## src/rtl/i2c_target_regs.sv

```systemverilog
`default_nettype none
// ============================================================================
// Module   : i2c_target_regs
// Brief    : I2C target with a byte-addressed register bank and local read port
// Revision : 1.0  initial release
// ============================================================================
module i2c_target_regs #(
  parameter logic [6:0] TARGET_ADDR = 7'h42,
  parameter int         ADDR_W      = 4
) (
  input  logic              clk_clk,
  input  logic              reset_reset_n,
  input  logic              scl_in,
  input  logic              sda_in,
  output logic              sda_oe,
  input  logic [ADDR_W-1:0] loc_addr,
  output logic [7:0]        loc_rdata,
  output logic              wr_strobe,
  output logic [ADDR_W-1:0] wr_addr,
  output logic [7:0]        wr_data,
  output logic              busy
);

  localparam int DEPTH = 2 ** ADDR_W;

  typedef enum logic [3:0] {
    S_IDLE     = 4'd0,
    S_ADDR     = 4'd1,
    S_ADDR_ACK = 4'd2,
    S_WR_PTR   = 4'd3,
    S_PTR_ACK  = 4'd4,
    S_WR_DATA  = 4'd5,
    S_DATA_ACK = 4'd6,
    S_RD_DATA  = 4'd7,
    S_RD_ACK   = 4'd8,
    S_IGNORE   = 4'd9
  } state_t;

  // [0] first sync stage, [1] synchronized level, [2] previous synchronized level
  logic [2:0]        scl_q, scl_d;
  logic [2:0]        sda_q, sda_d;
  state_t            state_q, state_d;
  logic [3:0]        cnt_q, cnt_d;
  logic [7:0]        shift_q, shift_d;
  logic [ADDR_W-1:0] ptr_q, ptr_d;
  logic              sda_oe_q, sda_oe_d;
  logic              busy_q, busy_d;
  logic              ack_q, ack_d;
  logic              wr_strobe_q, wr_strobe_d;
  logic [ADDR_W-1:0] wr_addr_q, wr_addr_d;
  logic [7:0]        wr_data_q, wr_data_d;
  logic [7:0]        bank_q [DEPTH];
  logic [7:0]        bank_d [DEPTH];

  logic scl_rise, scl_fall, start_det, stop_det;

  assign scl_rise  = scl_q[1] & ~scl_q[2];
  assign scl_fall  = ~scl_q[1] & scl_q[2];
  assign start_det = scl_q[1] & scl_q[2] & sda_q[2] & ~sda_q[1];
  assign stop_det  = scl_q[1] & scl_q[2] & ~sda_q[2] & sda_q[1];

  always_comb begin
    scl_d       = {scl_q[1:0], scl_in};
    sda_d       = {sda_q[1:0], sda_in};
    state_d     = state_q;
    cnt_d       = cnt_q;
    shift_d     = shift_q;
    ptr_d       = ptr_q;
    sda_oe_d    = sda_oe_q;
    busy_d      = busy_q;
    ack_d       = ack_q;
    wr_strobe_d = 1'b0;
    wr_addr_d   = wr_addr_q;
    wr_data_d   = wr_data_q;
    bank_d      = bank_q;

    if (stop_det) begin
      state_d  = S_IDLE;
      sda_oe_d = 1'b0;
      busy_d   = 1'b0;
      cnt_d    = 4'd0;
    end else if (start_det) begin
      state_d  = S_ADDR;
      sda_oe_d = 1'b0;
      cnt_d    = 4'd0;
    end else begin
      case (state_q)
        S_IDLE, S_IGNORE: begin
        end
        // Receive states count rising edges 0..8; the byte is acted on at the fall after the 8th bit
        S_ADDR, S_WR_PTR, S_WR_DATA: begin
          if (scl_rise && cnt_q < 4'd8) begin
            shift_d = {shift_q[6:0], sda_q[1]};
            cnt_d   = cnt_q + 4'd1;
          end else if (scl_fall && cnt_q == 4'd8) begin
            cnt_d = 4'd0;
            if (state_q == S_ADDR) begin
              if (shift_q[7:1] == TARGET_ADDR) begin
                sda_oe_d = 1'b1;
                busy_d   = 1'b1;
                state_d  = S_ADDR_ACK;
              end else begin
                sda_oe_d = 1'b0;
                busy_d   = 1'b0;
                state_d  = S_IGNORE;
              end
            end else if (state_q == S_WR_PTR) begin
              ptr_d    = shift_q[ADDR_W-1:0];
              sda_oe_d = 1'b1;
              state_d  = S_PTR_ACK;
            end else begin
              bank_d[ptr_q] = shift_q;
              wr_strobe_d   = 1'b1;
              wr_addr_d     = ptr_q;
              wr_data_d     = shift_q;
              ptr_d         = ptr_q + 1'b1;
              sda_oe_d      = 1'b1;
              state_d       = S_DATA_ACK;
            end
          end
        end
        S_ADDR_ACK: begin
          if (scl_fall) begin
            cnt_d = 4'd0;
            if (shift_q[0]) begin
              shift_d  = bank_q[ptr_q];
              sda_oe_d = ~bank_q[ptr_q][7];
              state_d  = S_RD_DATA;
            end else begin
              sda_oe_d = 1'b0;
              state_d  = S_WR_PTR;
            end
          end
        end
        S_PTR_ACK, S_DATA_ACK: begin
          if (scl_fall) begin
            sda_oe_d = 1'b0;
            cnt_d    = 4'd0;
            state_d  = S_WR_DATA;
          end
        end
        S_RD_DATA: begin
          if (scl_fall) begin
            if (cnt_q == 4'd7) begin
              sda_oe_d = 1'b0;
              ptr_d    = ptr_q + 1'b1;
              state_d  = S_RD_ACK;
            end else begin
              shift_d  = {shift_q[6:0], 1'b0};
              sda_oe_d = ~shift_q[6];
              cnt_d    = cnt_q + 4'd1;
            end
          end
        end
        S_RD_ACK: begin
          if (scl_rise) begin
            ack_d = sda_q[1];
          end else if (scl_fall) begin
            cnt_d = 4'd0;
            if (!ack_q) begin
              shift_d  = bank_q[ptr_q];
              sda_oe_d = ~bank_q[ptr_q][7];
              state_d  = S_RD_DATA;
            end else begin
              busy_d  = 1'b0;
              state_d = S_IGNORE;
            end
          end
        end
        default: begin
          sda_oe_d = 1'b0;
          state_d  = S_IDLE;
        end
      endcase
    end
  end

  always_ff @(posedge clk_clk) begin
    if (!reset_reset_n) begin
      // Synchronizers start at the idle bus level so reset release cannot fake a START
      scl_q       <= 3'b111;
      sda_q       <= 3'b111;
      state_q     <= S_IDLE;
      cnt_q       <= 4'd0;
      shift_q     <= 8'h00;
      ptr_q       <= '0;
      sda_oe_q    <= 1'b0;
      busy_q      <= 1'b0;
      ack_q       <= 1'b1;
      wr_strobe_q <= 1'b0;
      wr_addr_q   <= '0;
      wr_data_q   <= 8'h00;
      for (int i = 0; i < DEPTH; i++) begin
        bank_q[i] <= 8'h00;
      end
    end else begin
      scl_q       <= scl_d;
      sda_q       <= sda_d;
      state_q     <= state_d;
      cnt_q       <= cnt_d;
      shift_q     <= shift_d;
      ptr_q       <= ptr_d;
      sda_oe_q    <= sda_oe_d;
      busy_q      <= busy_d;
      ack_q       <= ack_d;
      wr_strobe_q <= wr_strobe_d;
      wr_addr_q   <= wr_addr_d;
      wr_data_q   <= wr_data_d;
      for (int i = 0; i < DEPTH; i++) begin
        bank_q[i] <= bank_d[i];
      end
    end
  end

  assign sda_oe    = sda_oe_q;
  assign busy      = busy_q;
  assign wr_strobe = wr_strobe_q;
  assign wr_addr   = wr_addr_q;
  assign wr_data   = wr_data_q;
  assign loc_rdata = bank_q[loc_addr];

endmodule
`default_nettype wire

```

## config.mk

```make
export PLATFORM = sky130hd
export DESIGN_NAME = i2c_target_regs
export DESIGN_NICKNAME = d
export VERILOG_FILES = /design/src/rtl/i2c_target_regs.sv
export SDC_FILE = /design/constraint.sdc
export NUM_CORES = 1
export LEC_CHECK = 0
export CAP_MARGIN = 20
export CORE_MARGIN = 2
export CORE_UTILIZATION = 65
export CTS_CLUSTER_DIAMETER = 120
export DETAILED_ROUTE_END_ITERATION = 8
export GPL_TIMING_DRIVEN = 0
export MAX_ROUTING_LAYER = met4
export PLACE_DENSITY = 0.88
export SLEW_MARGIN = 0
export SYNTH_ARGS = -nofsm -noshare
export SYNTH_HDL_FRONTEND = slang
export SYNTH_SLANG_ARGS = --single-unit
```

## constraint.sdc

```tcl
create_clock -name clk_clk -period 6.53 [get_ports clk_clk]
set_input_delay 1.306 -clock clk_clk [delete_from_list [all_inputs] [get_ports clk_clk]]
set_output_delay 1.306 -clock clk_clk [all_outputs]
set_load 0.005 [all_outputs]
```

Word level (Yosys, flattened, before mapping)
Cells that the tools add are included.
Cells by class
  equal/unequal tests: 37
  magnitude comparators: 4
  shift-type cells: 0
  bitwise logic cells: 24
  $mul: 0
  muxes and demuxes: 68
  div/mod/pow operators: 0
  $add $sub $neg: 2
  reductions and logical operators: 25
Operator list (count)
  128-bit bitwise mux: 1
  8-bit 2-to-1 mux: 13
  4-bit 2-to-1 mux: 23
  8-bit binary-select mux with 4-bit select: 2
  8-bit demux with 4-bit select: 1
  2-bit inequality test, second input constant: 16
  8-bit one-hot mux with 4 select lines: 1
  3-bit inequality test, second input constant: 9
  9-bit AND reduction: 3
  4-bit one-hot mux with 6 select lines: 1
  4-bit by 3-bit == test with 1-bit output, second input constant: 5
  1-bit 2-to-1 mux: 20
  4-bit one-hot mux with 4 select lines: 1
  8-bit AND reduction: 2
  1-bit NOT: 15
  4-bit == test, second input constant: 3
  11-bit AND reduction: 1
  5-bit >= comparator, second input constant: 2
  4-bit NOT with 5-bit output: 2
  10-bit AND reduction: 1
  3-bit OR reduction: 3
  4-bit by 1-bit adder with 4-bit output, second input constant: 2
  4-bit by 2-bit == test with 1-bit output, second input constant: 2
  4-bit one-hot mux with 2 select lines: 1
  18 further kinds: 30
Word-level totals
  output and inout bits: 23
  RAM bits: 0
  register bits: 170
  memories: 0
  bits in latches: 0
  memory bits (read-only): 0

Depth between registers and ports, before layout
  word-level depth: 9
  depth in mapped cells: 10
  depth with buffers taken out: 7

Worst setup path before layout
OpenSTA, ideal clock, no wires.
  path kind: in2out
  from: in loc_addr[0]
  to: out loc_rdata[0]
  arrival time: 2.819 ns
  buffers on the path: 2
  cell stages on the path: 4
  slack: 2.405 ns
  cells stage by stage: clkbuf_1 > buf_2 > mux4_2 > mux4_2
Between the ends
  longest elaborated chain between the ends: 4
Ends and longest elaborated chain
  from (decl): RTL line 16  | input logic [ADDR_W-1:0] loc_addr,
  4-bit NOT with 5-bit output (not written as such): RTL line 220  | assign loc_rdata = bank_q[loc_addr];
  8-bit binary-select mux with 4-bit select: RTL line 220
  8-bit 2-to-1 mux (not written as such) (2 in a row): RTL line 220
  to (decl): RTL line 17  | output logic [7:0] loc_rdata,
No other way between the ends. The select of a mux whose other input is x is not followed.

Worst setup path after layout
  from: in loc_addr[1]
  to: out loc_rdata[0]
The elaborated chain is that of the path after synthesis.

==> impl_metrics.tcl <==
set metrics [dict create \
    status "finished, final reports clean" \
    grt_usage_pct 40.09 \
    min_period_over_period_pct 83.51 \
    gp_congestion 0.9759 \
    pwr-share-clk_pct 41.5 \
    startpoint_type "primary input" \
    relSlewSlack_pct 41.37 \
    whs_endpoint "sda_q[1]" \
    tns_ns 0 \
    num_vias 7879 \
    hold_buffers 0 \
    placed_cells 1078 \
    post_cts_resized 0 \
    ys_seq_area_share_pct 37.08 \
    holdPathStages 1 \
    die_height_um 122.8 \
    grt-ovfl-total 0 \
    power_density_nw_per_um2 251.4 \
    synthFlopType "dfxtp_1" \
    cap_viol_max_count 0 \
    drive_above_1_share_pct 17.63 \
    wl_per_cell_um 25.52 \
    worstPathArrival_ns 4.15 \
    syn-cell-area_um2 9178 \
    p_leak_nw 4.557 \
    irDropWorstVdd_mv 0.1871 \
    core_area_um2 13830 \
    p_int_mw 1.799 \
    p_sw_share_pct 30.36 \
    synth-async-reset-ratio_pct 0 \
    first_iter_violations 1075 \
    grt_pass1_vias 7613 \
    slowest_stage "clkbuf_1" \
    root_buffer "clkbuf_16" \
    rsz0062_at_grt "false" \
    drcViolationCount 0 \
    max_freq_mhz 183.4 \
    h-tree-depth 4 \
    hold_viol_final 0 \
    critPathMaxStageDelay_ns 0.71 \
    clockBufferDepth 2 \
    slew_violations 0 \
    antenna_found_initial 0 \
    yosysUniqueCellTypes 74 \
    ys_warn_count 0 \
    synth.avg_cell_area_um2 10.52 \
    dieArea_um2 15090 \
    worst_pin_slew_ns 0.8794 \
    tritoncts "yes" \
    regToRegSetupSlack_ns 3.67 \
    skew_ns 0.006354 \
    crit_chain "clkdlybuf4s50_1, clkbuf_1, mux4_2, mux4_2, clkdlybuf4s50_1" \
    grt_pass1_wl_um 43050 \
    finalCriticalPeriod_ns 5.453 \
    io_pins 31 \
    rows 43 \
    hp-class "reg2reg" \
    p_comb_share_pct 17.0 \
    cts_setup_buffers 0 \
    r2r_start "ptr_q[1]" \
    r2r-end "bank_q[52]" \
    worstPathMaxFanout 10 \
    cp_top_family "buffers and inverters" \
    hpwl_um 18640 \
    syn_nets 886 \
    hp-start "sda_q[0]" \
    cts_buffers 17 \
    path_class "in2out" \
    switchingPower_mw 0.7843 \
    path_clk_slew_ns 0.06 \
    endpoint_kind "primary output" \
    ant_nets 0 \
    synth_edf_count 0 \
    diodes 0 \
    r2r_cells 8 \
    stdcell_count 1110 \
    drt_wl_total_um 28330 \
    clk_latency_ns 0.45 \
    clock-sinks 170 \
    via_per_inst 7.098 \
    start_util_pct 66.37 \
    path_buf_inv 3 \
    nNetsFinal 931 \
    required_ns 5.22 \
    grt_max_degree 17 \
    syn_inst 872 \
    dr.pass1.iters 6 \
    setup-violations-final 0 \
    p_seq_share_pct 41.5 \
    ys_seq_elements 170 \
    die_w_um 122.8 \
    synthToLayoutAreaGrowth_pct 11.97 \
    portBuffers 26 \
]
-- per-stage QoR --
stage / utilization [%] / total power, mW / hold slack (ns) / cell area (µm²) / setup WS [ns]
finish: 74.32 / 2.584 / 0.4177 / 10280 / 1.077
CTS: 74.32 / 2.553 / 0.4205 / 10280 / 1.204
floorplan: - / 1.392 / 0.3863 / 9178 / 2.405
detailed placement: 69.89 / 1.513 / 0.4052 / 9663 / 1.241
global placement: 69.89 / 1.506 / 0.3883 / 9663 / 1.257
global route: 74.32 / 2.637 / 0.4304 / 10280 / 1.104
-- layer usage --
metal	up-vias	part of all wire [%]	track usage [%]
met1	3797	37	48.55
met3	178	11	10.22
met2	592	45	59.32
met5	-	0	-
li1	3312	-	-
met4	0	7.4	26.29
-- logic make-up after synthesis --
group | share of synthesized area [%]
AO/OA/AOI/OAI | 8.835
flip-flops | 37.08
multiplexers | 32.20
buffers and inverters | 4.417
adder cells (fa/ha/maj) | 0.8180
XOR/XNOR | 0.1909
AND/OR/NAND/NOR | 16.46
-- placed cells by master (no fill, tap or decap), types with 4 or more instances in the layout --
cell / count
dfxtp_1: 170
nor2_1: 139
mux2i_1: 131
mux4_2: 72
nand2_1: 50
clkbuf_1: 44
a21oi_1: 39
clkdlybuf4s50_1: 26
buf_2: 21
clkbuf_16: 17
nand2b_1: 13
o21ai_0: 13
inv_1: 12
a22o_1: 11
nor3_1: 10
nand4_4: 9
nand3_1: 9
nor2b_1: 8
nand4_2: 7
buf_1: 6
and2_1: 6
a211oi_1: 6
ha_1: 6
a311oi_1: 5
inv_6: 5
buf_4: 4
or2_2: 4
a31oi_1: 4
-- how the worst max path moves through the flow --
stage                           start           end  cells past startpoint  slack [ns]
final                     loc_addr[1]  loc_rdata[0]                      5        1.08
after CTS                 loc_addr[1]  loc_rdata[3]                      5        1.20
after floorplan           loc_addr[0]  loc_rdata[0]                      4        2.40
after detailed placement  loc_addr[1]  loc_rdata[2]                      5        1.24
after global placement    loc_addr[1]  loc_rdata[3]                      5        1.26
after global routing      loc_addr[1]  loc_rdata[0]                      5        1.10
-- state kept, by name, summed over array words and instances (netlist names) --
signal and count:
bank_q 128, shift_q 8, wr_data 8, cnt_q 4
ptr_q 4, state_q 4, wr_addr 4, scl_q 3
sda_q 3, ack_q 1, busy 1, sda_oe 1
wr_strobe 1
-- Yosys cell counts (2+ instances only) --
library cell,n,share of area [%]
nand2_1,50,2.0
or2_2,4,0.27
nand4_4,9,2.1
o211ai_1,3,0.25
mux2_2,2,0.25
a211oi_1,6,0.49
nor3b_1,3,0.25
nor2b_1,8,0.55
a2111oi_0,2,0.19
mux2i_1,131,14
a21oi_1,39,2.1
mux4_2,72,18
o21ai_1,2,0.11
a32oi_1,2,0.19
inv_2,2,0.082
nand3b_1,2,0.16
nand3_1,9,0.49
buf_2,21,1.1
nor2_2,2,0.14
buf_6,2,0.25
o311ai_0,2,0.19
o22ai_1,2,0.14
a41o_1,3,0.33
o32ai_1,3,0.29
nor3_1,10,0.55
ha_1,6,0.82
or4_1,2,0.16
nor4bb_1,3,0.33
nand4_2,7,0.95
nand2b_1,13,0.89
nor2_1,139,5.7
dfxtp_1,170,37
o21ai_0,13,0.71
a31oi_1,4,0.27
inv_1,12,0.49
clkbuf_1,44,1.8
buf_1,6,0.25
buf_4,4,0.33
o2111ai_1,2,0.19
a311oi_1,5,0.48
o31ai_1,3,0.25
a22o_1,11,1.0
and2_1,6,0.41
-- final cells by class --
type | instances | area (µm²)
multi-input cells | 610 | 5369
repair buffers | 26 | 260.3
clock inverters | 15 | 187.7
inverters | 14 | 52.55
clock buffers | 17 | 425.4
plain buffers | 78 | 352.8
fillers | 880 | 3551
well taps | 180 | 225.2
flip-flops and latches | 170 | 3403
-- power groups by stage --
stage	sequential (mW)	clock, mW	combinational, mW
3_5_place_dp	1.09	0	0.418
3_3_place_gp	1.09	0	0.413
5_1_grt	1.07	1.10	0.459
6_report	1.07	1.07	0.438
4_1_cts	1.07	1.06	0.421
2_1_floorplan	1.09	0	0.303
(Power assumes the default switching activity.)
